===== src/rtl/dmem_arbiter.sv =====
// dmem_arbiter: shares a single-port, synchronous-read data memory between
// port 0 (core load/store unit) and port 1 (debug/loader master).
// At most one access is granted per cycle. Read data returns one cycle after
// the grant, steered to the port that issued the read.
// Build option: define DMEM_ARB_FIXED_PRIO_EN to make port 0 always win ties.
// In that build the round-robin pointer does not exist.
module dmem_arbiter #(
  parameter int ADDR_W = 32,
  parameter int DATA_W = 32
) (
  input  logic              clk,
  input  logic              rst_n,
  input  logic              m0_req,
  input  logic              m0_we,
  input  logic [ADDR_W-1:0] m0_addr,
  input  logic [DATA_W-1:0] m0_wdata,
  output logic              m0_gnt,
  output logic              m0_rvalid,
  output logic [DATA_W-1:0] m0_rdata,
  input  logic              m1_req,
  input  logic              m1_we,
  input  logic [ADDR_W-1:0] m1_addr,
  input  logic [DATA_W-1:0] m1_wdata,
  output logic              m1_gnt,
  output logic              m1_rvalid,
  output logic [DATA_W-1:0] m1_rdata,
  output logic [ADDR_W-1:0] mem_A,
  output logic [DATA_W-1:0] mem_WD,
  output logic              mem_WE,
  input  logic [DATA_W-1:0] mem_RD
);

  logic rd_pend_q, rd_pend_d;
  logic rd_owner_q, rd_owner_d;
  logic p0_wins_tie;
  logic gnt_any;

`ifdef DMEM_ARB_FIXED_PRIO_EN
  // Fixed priority: port 0 wins every tie.
  assign p0_wins_tie = 1'b1;
`else
  logic last_q, last_d;

  // Round-robin: port 0 wins a tie only when port 1 was granted most recently.
  assign p0_wins_tie = last_q;

  // Pointer follows the granted port. Idle cycles leave it unchanged.
  always_comb begin
    last_d = last_q;
    if (gnt_any) last_d = m1_gnt;
  end

  // Pointer register. The reset value of 1 lets port 0 win the first tie.
  always_ff @(posedge clk or negedge rst_n) begin
    if (!rst_n) last_q <= 1'b1;
    else        last_q <= last_d;
  end
`endif

  // Grant decode. Grants are gated by rst_n, so no access leaks out while
  // reset is held, even if the requests are still asserted.
  assign m0_gnt  = rst_n & m0_req & (~m1_req | p0_wins_tie);
  assign m1_gnt  = rst_n & m1_req & (~m0_req | ~p0_wins_tie);
  assign gnt_any = m0_gnt | m1_gnt;

  // Memory drive mux. Every output is forced to zero when there is no grant.
  always_comb begin
    // NOTE: every output gets a default first so that no path infers a latch.
    mem_A  = '0;
    mem_WD = '0;
    mem_WE = 1'b0;
    if (m0_gnt) begin
      mem_A  = m0_addr;
      mem_WD = m0_wdata;
      mem_WE = m0_we;
    end else if (m1_gnt) begin
      mem_A  = m1_addr;
      mem_WD = m1_wdata;
      mem_WE = m1_we;
    end
  end

  // Read tracking. Each granted read opens a one-cycle response slot for its owner.
  always_comb begin
    rd_pend_d  = gnt_any & ~mem_WE;
    rd_owner_d = rd_owner_q;
    if (gnt_any) rd_owner_d = m1_gnt;
  end

  // Read-response registers. Reset drops any read that is still in flight.
  always_ff @(posedge clk or negedge rst_n) begin
    // NOTE: sequential state uses non-blocking assignments only, to avoid
    // ordering races between flops.
    if (!rst_n) begin
      rd_pend_q  <= 1'b0;
      rd_owner_q <= 1'b0;
    end else begin
      rd_pend_q  <= rd_pend_d;
      rd_owner_q <= rd_owner_d;
    end
  end

  // Response steering. Memory read data goes to the owning port only.
  // The other port sees zeros.
  assign m0_rvalid = rd_pend_q & ~rd_owner_q;
  assign m1_rvalid = rd_pend_q &  rd_owner_q;
  assign m0_rdata  = m0_rvalid ? mem_RD : '0;
  assign m1_rdata  = m1_rvalid ? mem_RD : '0;

endmodule


===== config.mk =====
export PLATFORM = sky130hd
export DESIGN_NAME = dmem_arbiter
export DESIGN_NICKNAME = d
export VERILOG_FILES = /design/src/rtl/dmem_arbiter.sv
export SDC_FILE = /design/constraint.sdc
export NUM_CORES = 1
export LEC_CHECK = 0
export BUFFER_PORTS_ARGS = -buffer_cell sky130_fd_sc_hd__buf_4
export CORE_AREA = 2 2 115 117
export DETAILED_ROUTE_END_ITERATION = 10
export DIE_AREA = 0 0 117 119
export GPL_TIMING_DRIVEN = 0
export SYNTH_ARGS = -nofsm -noshare
export SYNTH_HDL_FRONTEND = slang
export SYNTH_SLANG_ARGS = --single-unit

===== constraint.sdc =====
create_clock -name clk -period 1.5 [get_ports clk]
set_input_delay 0.075 -clock clk [delete_from_list [all_inputs] [get_ports clk]]
set_output_delay 0.075 -clock clk [all_outputs]
set_load 0.02 [all_outputs]

# Word-level counts from Yosys, hierarchy flattened
# Index checks and enable logic that the tools add are counted.
classes:
  n_mux: 8
  n_bitwise: 15
op_table:
  columns: ["op", "count"]
  rows:
  - ["$mux 32", 6]
  - ["$and 1x1->1", 7]
  - ["$not 1->1", 5]
  - ["$or 1x1->1", 3]
  - ["$mux 1", 2]
totals:
  input_bits: 166
  register_bits: 3
  out_inout_bits: 133
  elab_cells: 26

# Depth between registers and ports, before layout
# Gate-level depths: netlist (run 1).
depth:
  ltp_word: 7
  depth_mapped: 5
  depth_no_buf: 3

# Least setup slack after synthesis (run 1)
# Ideal clock, no wire load.
synth_path:
  kind: "flip-flop to output port"
  from: "register last_q"
  to: "output mem_A[13]"
  stages_incl_launch_ff: 6
  path_buffers: 2
  arrival_time_ns: 1.258
  required_time_ns: 1.425
  slack_ns: 0.167
  path_cell_list: "dfstp_2 nor2b_2 nand2b_4 buf_6 buf_6 o22ai_2"
synth_via:
  elab_chain_len: 5
  word_cells_on_any_way: 7
  classes_between: "2 x mux; 5 x bitwise"
synth_rtl:
  columns: ["item", "line", "rtl"]
  rows:
  - ["from (decl)", "42", "logic last_q, last_d;"]
  - ["from (signal assigned)", "56", "else last_q <= last_d;"]
  - ["$not 1->1", "63", "assign m1_gnt = rst_n & m1_req & (~m0_req | ~p0_wins_tie);"]
  - ["$or 1x1->1", "63", null]
  - ["$and 1x1->1", "63", null]
  - ["$mux 32", "76", "end else if (m1_gnt) begin"]
  - ["$mux 32 (*)", "72", "if (m0_gnt) begin"]
  - ["to (decl)", "27", "output logic [ADDR_W-1:0] mem_A,"]
# Every way passes the cells marked *; elsewhere a longest branch is shown, timed or not.

# Worst setup path after layout (run 1)
layout_path:
  from: "register last_q"
  to: "output mem_A[30]"
# Same word-level chain as after synthesis.

==> flow_summary_export.csv, run 1 <==
group,metric,value,unit
clock_tree,clk_path_buf_depth,2,
critical_path,cp.required,1420,ps
clock_tree,numCtsBuffers,3,
finish,utilization,40.7,%
floorplanning,die-area,0.0139,mm2
critical_path,rr_endpoint,"rd_pend_q",
synthesis,synth_seq_cells,3,
clock_tree,worstSkewPairLatency,220,ps
detailed_routing,antenna_left,0,
synthesis,syn_area,0.00193,mm2
floorplanning,start_util,15.0,%
timing,clock_skew,0.570,ps
finish,fill_cells,1339,
clock_tree,numClockSinks,3,
synthesis,syn_area_per_cell,6.14,um2
floorplanning,io_pins,299,
finish,multi_input_area,0.00199,mm2
critical_path,critical_path.max_fanout,10,
critical_path,r2r-start,"last_q",
synthesis,yosys_warnings,0,
critical_path,cp.arrival,1630,ps
timing,finalSetupViolations,65,
detailed_routing,vias_per_cell,4.31,
detailed_routing,wl_per_cell,14.9,um
timing,finalHoldViolations,0,
global_route,first_global_vias,3217,
floorplanning,core,0.0129,mm2
detailed_routing,drt-pass1-iter-count,5,
critical_path,startpoint,"last_q",
clock_tree,cts_tree,"done",
run_status,failed_checks,"setup timing",
synthesis,ys_types,20,
run,max-cap-violations,0,
finish,num_antenna_cells,0,
critical_path,critPathCaptureType,"output pin",
power,ir_drop,0.260,mV
critical_path,start_kind,"flip-flop",
power,sw_frac_of_total,42.5,%
critical_path,reg2reg_slack,170,ps
run_status,outcome,"finished with violations",
power,p_int,1.50,mW
detailed_routing,vias,3458,
floorplanning,die-height,119,um
placed_design,preCtsSetupSlack,-99.7,ps
clock_tree,clk_pin_slew,30,ps
timing,min_period_over_period,114,%
clock_tree,cts_max_level,1,
global_route,grt_pass1_wl,17.1,mm
detailed_routing,drt_wl_total,12.0,mm
placed_design,port_buffers,298,
timing,slew_headroom,64.3,%
power,p_clk_share,16.2,%
global_route,overflow,0,
global_route,grt_max_degree,11,
finish,area_growth,172,%
floorplanning,row_count,42,
detailed_routing,initialDrtViolationCount,123,
finish,nNetsFinal,793,
power,p_leak,2.64,nW
finish,seq_area,77.6,um2
power,p_switching,1.11,mW
finish,layout-drive-gt1-share,63.6,%
global_route,grt_usage,15.3,%
power,power.density,498,mW/mm2
power,power_frac_seq,4.3,%
critical_path,crit_end,"mem_A[30]",
detailed_routing,drc,0,
synthesis,seq_area_frac_synth,3.96,%
min_path,min_delay_path_depth,2,
timing,worstMarginPinSlew,535,ps
timing,rsz0062_at_grt,"true",
timing,setup_ws,-204,ps
synthesis,synth.net_count,480,
critical_path,rr_worst_depth,4,
power,power_frac_comb,79.5,%
timing,min_period,1700,ps
floorplanning,die_x,117,um
critical_path,critPathKind,"reg -> out",
placed_design,finalWeightedCongestion,0.739,
synthesis,synthCells,314,
timing,slew_viol_final,0,
global_route,antenna_found_initial,0,
timing,fmax,587,MHz
min_path,worstHoldPathType,"in -> reg",
placed_design,hpwl,9.22,mm
clock_tree,cts_root_buf,"clkbuf_16",
-- sequential cells by signal, summed over array words and instances, names as in the netlist --
signal / cells
last_q: 1
rd_pend_q: 1
rd_owner_q: 1
-- synthesized netlist by cell type --
library cell	count	share of area, %
a21o_1	1	0.39
a22o_1	1	0.45
and2_1	33	11
and2b_1	1	0.39
and3_1	33	11
buf_2	13	3.4
buf_4	5	1.9
buf_6	5	2.9
clkbuf_1	15	2.9
dfrtp_1	2	2.6
dfstp_2	1	1.4
inv_1	1	0.19
nand2_1	133	26
nand2b_1	1	0.32
nand2b_4	1	0.71
nor2_1	1	0.19
nor2b_2	1	0.45
o22ai_1	25	8.1
o22ai_2	40	26
o32ai_1	1	0.45
-- cell families (layout without fill, tap and decap cells) --
kind of cell,count (synthesis),after routing,share of synthesized area (%)
AND/OR/NAND/NOR,204,204,49.4
AO/OA/AOI/OAI,68,68,35.3
buffers and inverters,39,351,11.3
flip-flops,3,3,3.96
-- layer usage --
metal  global-route usage [%]  share of wire (%)  vias to the layer above
li1                         -                  -                     1703
met1                     17.9                 38                     1570
met2                     28.2                 51                      177
met3                     3.72                9.5                        8
met4                     2.72                1.0                        0
met5                        0                  0                        -
-- power groups by stage --
| stage | Combinational, mW | Clock [mW] | Sequential [mW] |
|---|---|---|---|
| after floorplan | 0.848 | 0 | 0.109 |
| after global placement | 1.65 | 0 | 0.115 |
| after detailed placement | 1.65 | 0 | 0.114 |
| after CTS | 1.97 | 0.428 | 0.110 |
| after global routing | 2.21 | 0.443 | 0.113 |
| final | 2.08 | 0.423 | 0.111 |
-- stage by stage --
step / setup TNS [ps] / instances / instance area [um2] / power, mW / hold slack, ps
6_report: -10160 / 802 / 5250 / 2.61 / 113
2_1_floorplan: 0 / 314 / 1930 / 0.956 / -221
3_3_place_gp: -1900 / 788 / 4390 / 1.76 / -132
4_1_cts: -10830 / 802 / 5020 / 2.50 / 97.5
3_5_place_dp: -2020 / 788 / 4390 / 1.76 / -125
5_1_grt: -12830 / 802 / 5250 / 2.77 / 112
-- final cells by class --
cell class,count,area share [%]
tap,176,4.20
buffer,36,6.08
multi-input combinational,272,37.9
clock buffer,4,1.50
inverter,1,0.0715
sequential,3,1.48
timing repair buffer,310,48.8
-- cells in the final DEF, fill, tap and decap left out, drive strengths merged --
cell type    netlist  final
dlygate4sd3        0      1
nand2b             2      2
buf               23    331
nand2            133    133
and2b              1      1
dfstp              1      1
o32ai              1      1
nor2               1      1
inv                1      1
and2              33     33
o22ai             65     65
a22o               1      1
dfrtp              2      2
nor2b              1      1
a21o               1      1
and3              33     33
clkbuf            15     18
-- what timing repair did --
action | 4_1_cts | 5_1_grt
cloned | 2 | 1
setup endpoints to repair | 94 | 96
setup buffers | 8 | 2
pin swaps | 7 | 13
resized for setup | 97 | 46
hold buffers | 1 | 0
hold endpoints to repair | 3 | 0
-- worst max-delay path, stage by stage, from the launching register on --
cell      delay (ps)
dfstp_2          560
nor2b_4           50
nand2b_4         160
buf_12           160
buf_12           150
o22ai_2          170
buf_6            140
-- worst min-delay path by stage --
stage | from | to
2_1_floorplan | rst_n | rd_owner_q
3_3_place_gp | rst_n | rd_owner_q
3_5_place_dp | rst_n | rd_pend_q
4_1_cts | m1_we | rd_pend_q
5_1_grt | m1_we | rd_pend_q
6_report | m1_we | rd_pend_q
Note: power is estimated with default switching activity, not from simulation.
==> inputs of run 2 (changes only) <==
--- a/config.mk
+++ b/config.mk
@@ -5,11 +5,13 @@
 export SDC_FILE = /design/constraint.sdc
 export NUM_CORES = 1
 export LEC_CHECK = 0
+export ABC_AREA = 1
 export BUFFER_PORTS_ARGS = -buffer_cell sky130_fd_sc_hd__buf_4
 export CORE_AREA = 2 2 115 117
 export DETAILED_ROUTE_END_ITERATION = 10
 export DIE_AREA = 0 0 117 119
 export GPL_TIMING_DRIVEN = 0
+export SETUP_SLACK_MARGIN = 0.3
 export SYNTH_ARGS = -nofsm -noshare
 export SYNTH_HDL_FRONTEND = slang
 export SYNTH_SLANG_ARGS = --single-unit
==> constraint.sdc (replaced) <==
create_clock -name clk -period 1.5 [get_ports clk]
set_input_delay 0 -clock clk [delete_from_list [all_inputs] [get_ports clk]]
set_output_delay 0 -clock clk [all_outputs]
set_load 0.02 [all_outputs]
==> run 2 against run 1 <==
Effect of this change:
- the flow still finishes with violations (setup timing)
- non-clock buffer count down 15
- clock skew about the same
- register-to-register slack better by 50 ps
- maximum frequency grew 10%
- sequential share of layout area up 0.073 points
- clock power grew 0.9%
- hold slack is essentially flat
- synthesized cell count increased by 6.1%
- first-iteration DRC count shrank 46%
==> flow_summary_export.csv, run 2 <==
group,metric,value,unit
run_status,outcome,"finished with violations",
run_status,failed_checks,"setup timing",
floorplanning,die_x,117,um
global_route,grt_pass1_wl,14.2,mm
power,finalPower,2.44,mW
finish,nNetsFinal,815,
critical_path,critPathCaptureType,"output pin",
clock_tree,numCtsBuffers,3,
synthesis,synthCells,333,
detailed_routing,vias,3078,
detailed_routing,vias_per_cell,3.74,
floorplanning,die-area,0.0139,mm2
placed_design,finalWeightedCongestion,0.737,
synthesis,synth.net_count,499,
detailed_routing,drc,0,
clock_tree,cts_root_buf,"clkbuf_16",
timing,setup_ws,-48.8,ps
synthesis,synth_edf_count,0,
detailed_routing,initialDrtViolationCount,67,
synthesis,seq_area_frac_synth,5.53,%
placed_design,placed_cells,807,
synthesis,muxShareOfSynthArea,0,%
finish,layout-drive-gt1-share,67.7,%
power,power_frac_seq,4.4,%
power,power.density,496,mW/mm2
critical_path,start_kind,"flip-flop",
synthesis,ys_types,13,
floorplanning,io_pins,299,
detailed_routing,drt_wl_total,9.93,mm
power,p_switching,1.03,mW
timing,finalHoldViolations,0,
synthesis,synthTopCellsByCount,"nand2_1 (200), nor2_1 (66), inv_1 (36), clkbuf_1 (7)",
critical_path,critical_path.max_fanout,10,
clock_tree,cts_max_level,1,
min_path,worstHoldPathType,"in -> reg",
finish,stdcell_count,824,
global_route,first_global_vias,2942,
synthesis,synth_top_family_by_area,"simple AND/OR/NAND/NOR gates",
synthesis,async_flop_share,100,%
floorplanning,row_count,42,
synthesis,synth_fa_ha_area_share,0,%
placed_design,preCtsSetupSlack,-68.9,ps
global_route,overflow,0,
synthesis,yosys_warnings,0,
run,max-cap-violations,0,
synthesis,synth-main-ff-cell,"dfrtp_1",
power,p_int,1.41,mW
timing,clock_skew,0.928,ps
clock_tree,clk_path_buf_depth,2,
finish,reg.largest.list,"last_q (1), rd_owner_q (1), rd_pend_q (1)",
finish,final_cell_mix,"buf_4 (240), nand2_1 (146), buf_6 (75)",
finish,utilization,38.2,%
synthesis,synth_seq_cells,3,
finish,area_growth,256,%
clock_tree,worstSkewPairLatency,220,ps
detailed_routing,antenna_left,0,
timing,min_period_over_period,103,%
synthesis,synth-simple-area-share,73.0,%
placed_design,port_buffers,298,
critical_path,path_common_cell,"nand2_1",
critical_path,path_cells,"nand2_1 > nand2_2 > inv_2 > buf_8 > buf_8 > nand2_1 > nand2_1 > buf_4",
synthesis,syn_area,0.00138,mm2
critical_path,cp.required,1500,ps
synthesis,synthXorXnorAreaFrac,0,%
power,p_leak,2.79,nW
power,sw_frac_of_total,42.3,%
detailed_routing,drt-pass1-iter-count,4,
power,p_clk_share,17.5,%
timing,finalSetupViolations,54,
synthesis,synth.top_cells.by_area,"nand2_1 (54%), nor2_1 (18%), inv_1 (9.8%)",
placed_design,hpwl,7.88,mm
timing,rsz0062_at_grt,"true",
synthesis,synth_compound_area_share,1.36,%
timing,fin_tns_setup,-1670,ps
timing,fmax,646,MHz
clock_tree,cts_tree,"done",
detailed_routing,wl_per_cell,12.0,um
synthesis,syn_area_per_cell,4.15,um2
global_route,grt_usage,12.7,%
critical_path,critPathKind,"reg -> out",
timing,slew_viol_final,0,
synthesis,yosysMostFrequentCell,"nand2_1",
critical_path,cp.arrival,1550,ps
timing,min_period,1550,ps
power,ir_drop,0.292,mV
floorplanning,die-height,119,um
synthesis,synth_top_area_share,54.3,%
synthesis,synth_top_area_cell,"nand2_1",
finish,layout_commonest_cell,"buf_4",
power,power_frac_comb,78.1,%
clock_tree,numClockSinks,3,
floorplanning,start_util,10.7,%
floorplanning,core,0.0129,mm2
global_route,grt_max_degree,11,
global_route,antenna_found_initial,0,
timing,slew_headroom,88.6,%
finish,num_antenna_cells,0,
timing,worstMarginPinSlew,171,ps
clock_tree,clk_pin_slew,30,ps
critical_path,max_stage_delay,530,ps
critical_path,slowest_stage,"dfstp_2",
[run 2: critical path: cells and delay by family, from the launching register on]
kind	cells	cell delay, ps
flops	1	530
simple gates	4	300
buf+inv	4	490
[run 2: worst paths after layout]
path                         from    endpoint  slack (ps)  cells after the start
min reg2reg                last_q      last_q         540                      2
max reg2reg                last_q  rd_owner_q         220                      6
max                        last_q   mem_A[11]         -50                      8
max in group asynchronous   rst_n      last_q        1120                      2
min in group asynchronous   rst_n   rd_pend_q         150                      2
min                         m1_we   rd_pend_q         110                      4
[run 2: cell families (layout without fill, tap and decap cells)]
kind of cell	Yosys count	in the layout
buffers and inverters	59	374
AO/OA/AOI/OAI	3	3
flip-flops	3	3
AND/OR/NAND/NOR	268	268
[run 2: power groups by stage]
stage               registers (mW)  clock network (mW)  logic [mW]
floorplan                    0.102                   0       0.688
global placement             0.103                   0        1.49
detailed placement           0.103                   0        1.50
CTS                          0.108               0.432        1.81
global route                 0.109               0.440        2.03
finish                       0.108               0.427        1.90
[run 2: final cells by class]
class	instances	area (um2)
Sequential cell	3	76.3
Inverter	39	151
Clock buffer	4	78.8
Fill cell	1394	7960
Buffer	20	288
Multi-Input combinational cell	271	1470
Timing Repair Buffer	311	2640
Tap cell	176	220
[run 2: metrics by stage]
stage          hold slack [ps]  area (um2)
3_3_place_gp              -197        3940
2_1_floorplan             -296        1480
3_5_place_dp              -196        3940
4_1_cts                    116        4710
5_1_grt                    126        4920
6_report                   112        4920
[run 2: metal layers]
| layer | up-vias | track usage, % | routed length [um] |
|---|---|---|---|
| met1 | 1332 | 13.7 | 3410 |
| li1 | 1582 | - | - |
| met5 | - | 0 | 0 |
| met2 | 158 | 25.4 | 5620 |
| met3 | 6 | 1.88 | 813 |
| met4 | 0 | 2.43 | 78 |
[run 2: repair_timing]
action                                 CTS  global route
hold buffers                             1             0
setup endpoints to repair              126           128
gates resized for setup                154            64
buffers inserted                         7             1
endpoints found under the hold margin    3             0
cloned                                   4             0
pin swaps                                4             7
